==> src/rtl/mesh_term_rx.sv <==
// rtl/mesh_term_rx.sv - mesh terminal sink: pops router output, filters by address, buffers in a FWFT FIFO
module mesh_term_rx #(
  parameter int          PAKG_SIZE  = 32,
  parameter int          FIFO_DEPTH = 16,
  parameter logic [3:0]  ROW_ID     = 4'd0,
  parameter logic [3:0]  COL_ID     = 4'd0,
  parameter logic [7:0]  BDCST      = 8'hFF
) (
  input  logic                          clk_i,
  input  logic                          rst_i,
  input  logic                          pndng,
  input  logic [PAKG_SIZE-1:0]          data_out,
  output logic                          popin,
  input  logic                          rd_en,
  output logic [PAKG_SIZE-1:0]          rd_data,
  output logic                          rd_empty,
  output logic [$clog2(FIFO_DEPTH):0]   rd_count,
  output logic [15:0]                   pkt_count,
  output logic [7:0]                    misroute_count,
  output logic                          err_misroute
);

  localparam int AW = $clog2(FIFO_DEPTH);
  localparam int CW = AW + 1;

  typedef enum logic [1:0] {IDLE, POP, SETTLE} state_t;

  state_t                 state, state_nxt;
  logic [PAKG_SIZE-1:0]   hold;
  logic [PAKG_SIZE-1:0]   mem [FIFO_DEPTH];
  logic [AW-1:0]          wr_ptr, rd_ptr;
  logic                   can_pop, accept;
  logic                   capture, fifo_wr, drop, rd_fire;

  // Space check deliberately uses the registered occupancy, not a same-cycle read.
  assign can_pop = pndng && (rd_count < CW'(FIFO_DEPTH));
  assign accept  = (hold[PAKG_SIZE-1 -: 8] == BDCST) ||
                   ((hold[PAKG_SIZE-9 -: 4] == ROW_ID) && (hold[PAKG_SIZE-13 -: 4] == COL_ID));
  assign rd_empty = (rd_count == '0);
  assign rd_fire  = rd_en && !rd_empty;
  assign rd_data  = mem[rd_ptr];

  always_ff @(posedge clk_i or negedge rst_i) begin
    if (!rst_i) state <= IDLE;
    else        state <= state_nxt;
  end

  always_comb begin
    state_nxt = state;
    case (state)
      IDLE:    if (can_pop) state_nxt = POP;
      POP:     state_nxt = SETTLE;
      SETTLE:  state_nxt = IDLE;
      default: state_nxt = IDLE;
    endcase
  end

  always_comb begin
    capture = 1'b0;
    fifo_wr = 1'b0;
    drop    = 1'b0;
    case (state)
      IDLE:    capture = can_pop;
      POP: begin
        fifo_wr = accept;
        drop    = !accept;
      end
      default: ;
    endcase
  end

  always_ff @(posedge clk_i or negedge rst_i) begin
    if (!rst_i) begin
      popin        <= 1'b0;
      err_misroute <= 1'b0;
      hold         <= '0;
    end else begin
      popin        <= capture;
      err_misroute <= drop;
      if (capture) hold <= data_out;
    end
  end

  always_ff @(posedge clk_i or negedge rst_i) begin
    if (!rst_i) begin
      pkt_count      <= '0;
      misroute_count <= '0;
    end else begin
      if (fifo_wr && pkt_count != 16'hFFFF)    pkt_count      <= pkt_count + 16'd1;
      if (drop && misroute_count != 8'hFF)     misroute_count <= misroute_count + 8'd1;
    end
  end

  // Storage is not reset; pointers and occupancy define what is valid.
  always_ff @(posedge clk_i) begin
    if (fifo_wr) mem[wr_ptr] <= hold;
  end

  always_ff @(posedge clk_i or negedge rst_i) begin
    if (!rst_i) begin
      wr_ptr   <= '0;
      rd_ptr   <= '0;
      rd_count <= '0;
    end else begin
      if (fifo_wr) wr_ptr <= wr_ptr + AW'(1);
      if (rd_fire) rd_ptr <= rd_ptr + AW'(1);
      case ({fifo_wr, rd_fire})
        2'b10:   rd_count <= rd_count + CW'(1);
        2'b01:   rd_count <= rd_count - CW'(1);
        default: rd_count <= rd_count;
      endcase
    end
  end

endmodule

==> config.mk <==
export PLATFORM = sky130hd
export DESIGN_NAME = mesh_term_rx
export DESIGN_NICKNAME = d
export VERILOG_FILES = /design/src/rtl/mesh_term_rx.sv
export SDC_FILE = /design/constraint.sdc
export NUM_CORES = 1
export LEC_CHECK = 0
export ABC_AREA = 0
export BUFFER_PORTS_ARGS = -buffer_cell sky130_fd_sc_hd__buf_2
export CORE_ASPECT_RATIO = 0.8
export CORE_MARGIN = 8
export CORE_UTILIZATION = 40
export CTS_BUF_LIST = sky130_fd_sc_hd__clkbuf_16
export DETAILED_ROUTE_END_ITERATION = 6
export PLACE_DENSITY = 0.66
export SLEW_MARGIN = 40
export SYNTH_ARGS = -nofsm -noshare
export SYNTH_HDL_FRONTEND = slang
export SYNTH_SLANG_ARGS = --single-unit
==> constraint.sdc <==
create_clock -name clk_i -period 4.4 [get_ports clk_i]
set_clock_uncertainty 0.05 [all_clocks]
set_input_delay 0.88 -clock clk_i [delete_from_list [all_inputs] [get_ports clk_i]]
set_output_delay 0.88 -clock clk_i [all_outputs]
set_load 0.005 [all_outputs]
# Yosys cells after proc, flatten, opt, wreduce, memory -nomap -nowiden
# Memory sizes are Yosys's and may differ from the RTL's.
# Cells that the tools add are included.
# word_totals
n_memories	1
output_inout_bits	64
wordCells	45
romBits	0
in_bits	36
latch_bits	0
reg_bits	73
ram_bits	512
# mem_list
name	depth	word_bits	rd	rd_ports_with_merged_regs	wr	line_no	text
mem	16	32	1	0	1	30	logic [PAKG_SIZE-1:0] mem [FIFO_DEPTH];
# op_classes
magnitude_cmp	1
n_eq_ne	7
addsub	6
div	0
n_mux	8
reduce_logical	13
n_mul	0
bitwise_logic	0
shift	0
# ops
op	count
adder 16 x 1 -> 16 bit (second input constant)	1
inequality test 16 bit (second input constant)	1
one-hot mux 5 bit (2 select lines)	1
adder 4 x 1 -> 4 bit (second input constant)	2
adder 8 x 1 -> 8 bit (second input constant)	1
equality test 8 bit (second input constant)	1
logical NOT 4 bit	2
inequality test 8 bit (second input constant)	1
adder 5 x 1 -> 5 bit (second input constant)	1
logical AND 1 bit	5
logical NOT 5 bit	1
< comparator 5 bit (second input constant)	1
two-way mux 1 bit	5
subtractor 5 x 1 -> 5 bit (second input constant)	1
equality test 2 x 1 -> 1 bit (second input constant)	2
one-hot mux 2 bit (2 select lines)	1
equality test 2 bit (second input constant)	1
logical NOT 1 bit	2
logical NOT 2 bit	1
two-way mux 2 bit	1
inequality test 2 bit (second input constant)	1
nonzero test 2 bit	1
logical OR 1 bit	1

# Depth between registers and ports, before layout
# logic_depth
depth_word	6
ltp_mapped	13
depth_no_buf	12

# Worst setup path after synthesis
# No wires, ideal clock.
# synth_timing
path_kind	register to register
startpoint	register hold[17]
endpoint	memory mem[3][0] (enable)
period_less_slack_ns	4.227
t_required_ns	3.889
path_buffers	1
path_stages_with_launch	7
setup_slack_ns	0.173
t_arrival_ns	3.716
setup_ns	0.461
cell_sequence	dfrtp_1 -> or4_4 -> nor2_4 -> o21a_2 -> buf_6 -> nand2_1 -> nor3_1
# synth_between
elab_chain_len	6
# synth_lines
item	line_no	text
start, declared	29	logic [PAKG_SIZE-1:0] hold;
start signal, assigned	80	if (capture) hold <= data_out;
logical NOT 4 bit	38	((hold[PAKG_SIZE-9 -: 4] == ROW_ID) && (hold[PAKG_SIZE-13 -: 4] == COL_ID));
logical AND 1 bit	38	
logical OR 1 bit	37	assign accept = (hold[PAKG_SIZE-1 -: 8] == BDCST) ||
two-way mux 1 bit	62	case (state)
two-way mux 1 bit	96	if (fifo_wr) mem[wr_ptr] <= hold;
two-way mux 1 bit (implied by the code)	96	
end, declared	30	
# Every way passes these cells.

# Worst setup path in the final report
# layout_timing
startpoint	register rd_ptr[1]
endpoint	output port rd_data[21]
# layout_between
elab_chain_len	1
# layout_lines
item	line_no	text
start, declared	31	logic [AW-1:0] wr_ptr, rd_ptr;
start signal, assigned	106	if (rd_fire) rd_ptr <= rd_ptr + AW'(1);
memory read (16 x 32 bit)	n/a	
end, declared	15	output logic [PAKG_SIZE-1:0] rd_data,
# Every way passes these cells.

==> summary.txt <==
CTS
  • Worst-Skew Late Latency: 0.61 ns
  • Root Driver: clkbuf_16
  • Clock transition at path regs: approximately 0.06 ns
  • CTS tree: yes
  • Clock Sinks: 585
  • CTS H-Tree Depth: 2
  • CTS max path bufs: 3
  • Post CTS Setup Buffer Count: 0
  • CTS buffer count: between 50 and 60
  • Resized Gates After CTS: 0
  • Cts hold-fix bufs: 0

Logic synthesis
  • Post-synthesis async set-or-reset flop share: ~12%
  • Post-Syn Area: approximately 0.023 sq mm
  • Synthesized area per cell: approximately 19 sq um
  • Distinct cells, synth: 40
  • Post-Synthesis Cells: roughly 1.2k
  • Post-synth EDFFs: 512
  • Main flop type after synthesis: edfxtp_1
  • Syn_nets: ~1.2k
  • Synth Register Bits: between 500 and 600
  • Syn. warnings: 0
  • Sequential share of the synthesized area: 75.4%

Power
  • VDD IR-drop max: 0.337 mV
  • Leak Pwr: approximately 9.2 nW
  • Pwr Density: ~640 mW/mm^2

Floorplanning
  • Die ar.: around 0.065 sq mm
  • Num rows: between 70 and 80
  • I/O pin cnt: 100
  • Placeable Area: 0.0565 sq mm
  • Die width: around 280 um
  • Initial Util: about two fifths
  • Die height: roughly 230 um

Layout
  • Most frequent cells in the layout: edfxtp_1, mux2i_1, buf_2
  • Register Area: around 0.017 sq mm
  • Fill cells: 4749
  • Share of cells above drive strength 1: ~26%
  • Area grow syn2layout: 14.9%
  • Area of the multi-input gates: ~0.0053 sq mm
  • NumNets Final: ~1.4k
  • Cell area after layout: about 0.026 sq mm
  • Most common cell after layout, fill and taps aside: edfxtp_1

Global routing
  • Largest net degree at the start of global routing: between 50 and 60
  • First-pass GRT wire length: slightly below 80 mm
  • Number of global-route vias before repair: 12.2k
  • GRT Overall Usage: between 10% and 20%
  • Initial antenna violation count: 4
  • Total congestion overflow: 0

Setup path
  • Worst-path fanout max: between 40 and 50
  • Worst Setup SP: rd_ptr[1]
  • Critical Path RT: approximately 3.5 ns
  • Setup CP Type: flop to output pin
  • Crit. End Element: output pin
  • Startpoint type of the worst setup path: flop
  • Reg-to-Reg Start: hold[17]
  • CP arrival: ~3 ns

Place
  • Post-place instance area: about 0.024 sq mm
  • Port Buffers: 99
  • Placer Congestion: roughly 0.8
  • DP HPWL: between 20 and 30 mm

Route
  • Final ANT Viol Nets: 0
  • DRT iter0 DRCs: between 900 and 1k
  • Wire per inst: 24.5 um
  • Drt pass-1 iters: 5
  • Drt total wl: about 52 mm
  • Vias per cell: between 5 and 6
  • Via count: around 12k
  • Drt drc: 0

STA
  • Fmax: around 250 MHz
  • Final hold violations: 0
  • Final Max Tran Viols: 0
  • Setup violations, final: 0
  • Rel. slew slack: a little over two fifths
  • Final period utilization: between 80% and 90%
  • RSZ-0062 raised after global routing: false
  • Hold Slack: about 0.21 ns
  • Setup total negative slack: 0 ns
  • Worst-Margin Slew: roughly 0.84 ns
  • Fin crit period: about 3.9 ns

Run
  • Max-cap viol count: 0

Run status
  • Status: complete, no violations

Min path
  • Worst hold path type: input port to asynchronous set/reset pin
layout make-up:
class | instances | area share [%]
diodes | 1 | 0.00955
well taps | 760 | 3.63
inverters | 10 | 0.162
flip-flops and latches | 585 | 65.7
clock buffers | 54 | 5.16
clock inverters | 48 | 1.39
multi-input cells | 539 | 20.4
repair buffers | 143 | 3.56
stage by stage:
stage                     std cells  worst slack (ns)  utilization [%]  power (mW)
final                          2140             0.460             46.4        16.7
after global placement         2037              1.05             43.3        12.2
after global routing           2139             0.253             46.4        17.5
after floorplan                1195             0.173                -        10.5
after detailed placement       2037             0.992             43.3        12.3
after CTS                      2139             0.407             46.4        16.9
final timing paths:
check,to,slack [ns],depth (start not counted)
min in group clk_i,hold[25],0.44,2
max,rd_data[21],0.46,5
max reg2reg,rd_count[4],1.00,11
min,pkt_count[15],0.21,1
max in group asynchronous,hold[6],3.37,2
min reg2reg,pkt_count[11],0.45,1
kinds of logic (layout without fill, tap and decap cells):
| family | count (synthesis) | after routing | synth area share [%] |
|---|---|---|---|
| AND/OR/NAND/NOR | 130 | 130 | 3.16 |
| other | 0 | 1 | 0 |
| buffers and inverters | 71 | 255 | 1.32 |
| XOR/XNOR | 28 | 28 | 1.11 |
| multiplexers | 230 | 230 | 13.8 |
| flip-flops | 585 | 585 | 75.4 |
| adder cells (fa/ha/maj) | 12 | 12 | 0.691 |
| AO/OA/AOI/OAI | 139 | 139 | 4.48 |
state kept, by name (all words and copies together), names as in the netlist:
signal and flops:
mem 512, hold 32, pkt_count 16, misroute_count 8, rd_count 5, rd_ptr 4, wr_ptr 4, state 2
err_misroute 1, popin 1
metal layers:
layer / vias up / global-route usage, % / wire (um)
li1: 5170 / - / -
met1: 6179 / 22.2 / 23300
met2: 438 / 24.8 / 24100
met3: 83 / 3.88 / 3940
met4: 6 / 3.49 / 910
met5: - / 0 / 31
where the power goes:
| part | switching [mW] | internal [mW] |
|---|---|---|
| combinational | 2.30 | 1.93 |
| clock | 2.01 | 2.53 |
| sequential | 0.886 | 7.01 |
critical path, stage by stage (launching register included):
cell,delay (ns)
dfrtp_4,0.71
buf_4,0.69
mux4_2,0.41
a22oi_1,0.20
nand2_1,0.18
buf_2,0.18
cell usage after synthesis (all sizes together) (11+ instances only):
library cell  instances  area share, %
a221oi               64            2.5
a22oi                32            1.1
and3                 21           0.58
buf                  27           0.57
clkbuf               34           0.56
dfrtp                73            8.0
edfxtp              512             67
ha                   11           0.60
mux2                 38            1.9
mux2i               128            5.6
mux4                 64            6.3
nand2                46           0.76
nand3                14           0.31
o21ai                38           0.83
xnor2                18           0.72
Note: power is estimated with default switching activity, not from simulation.
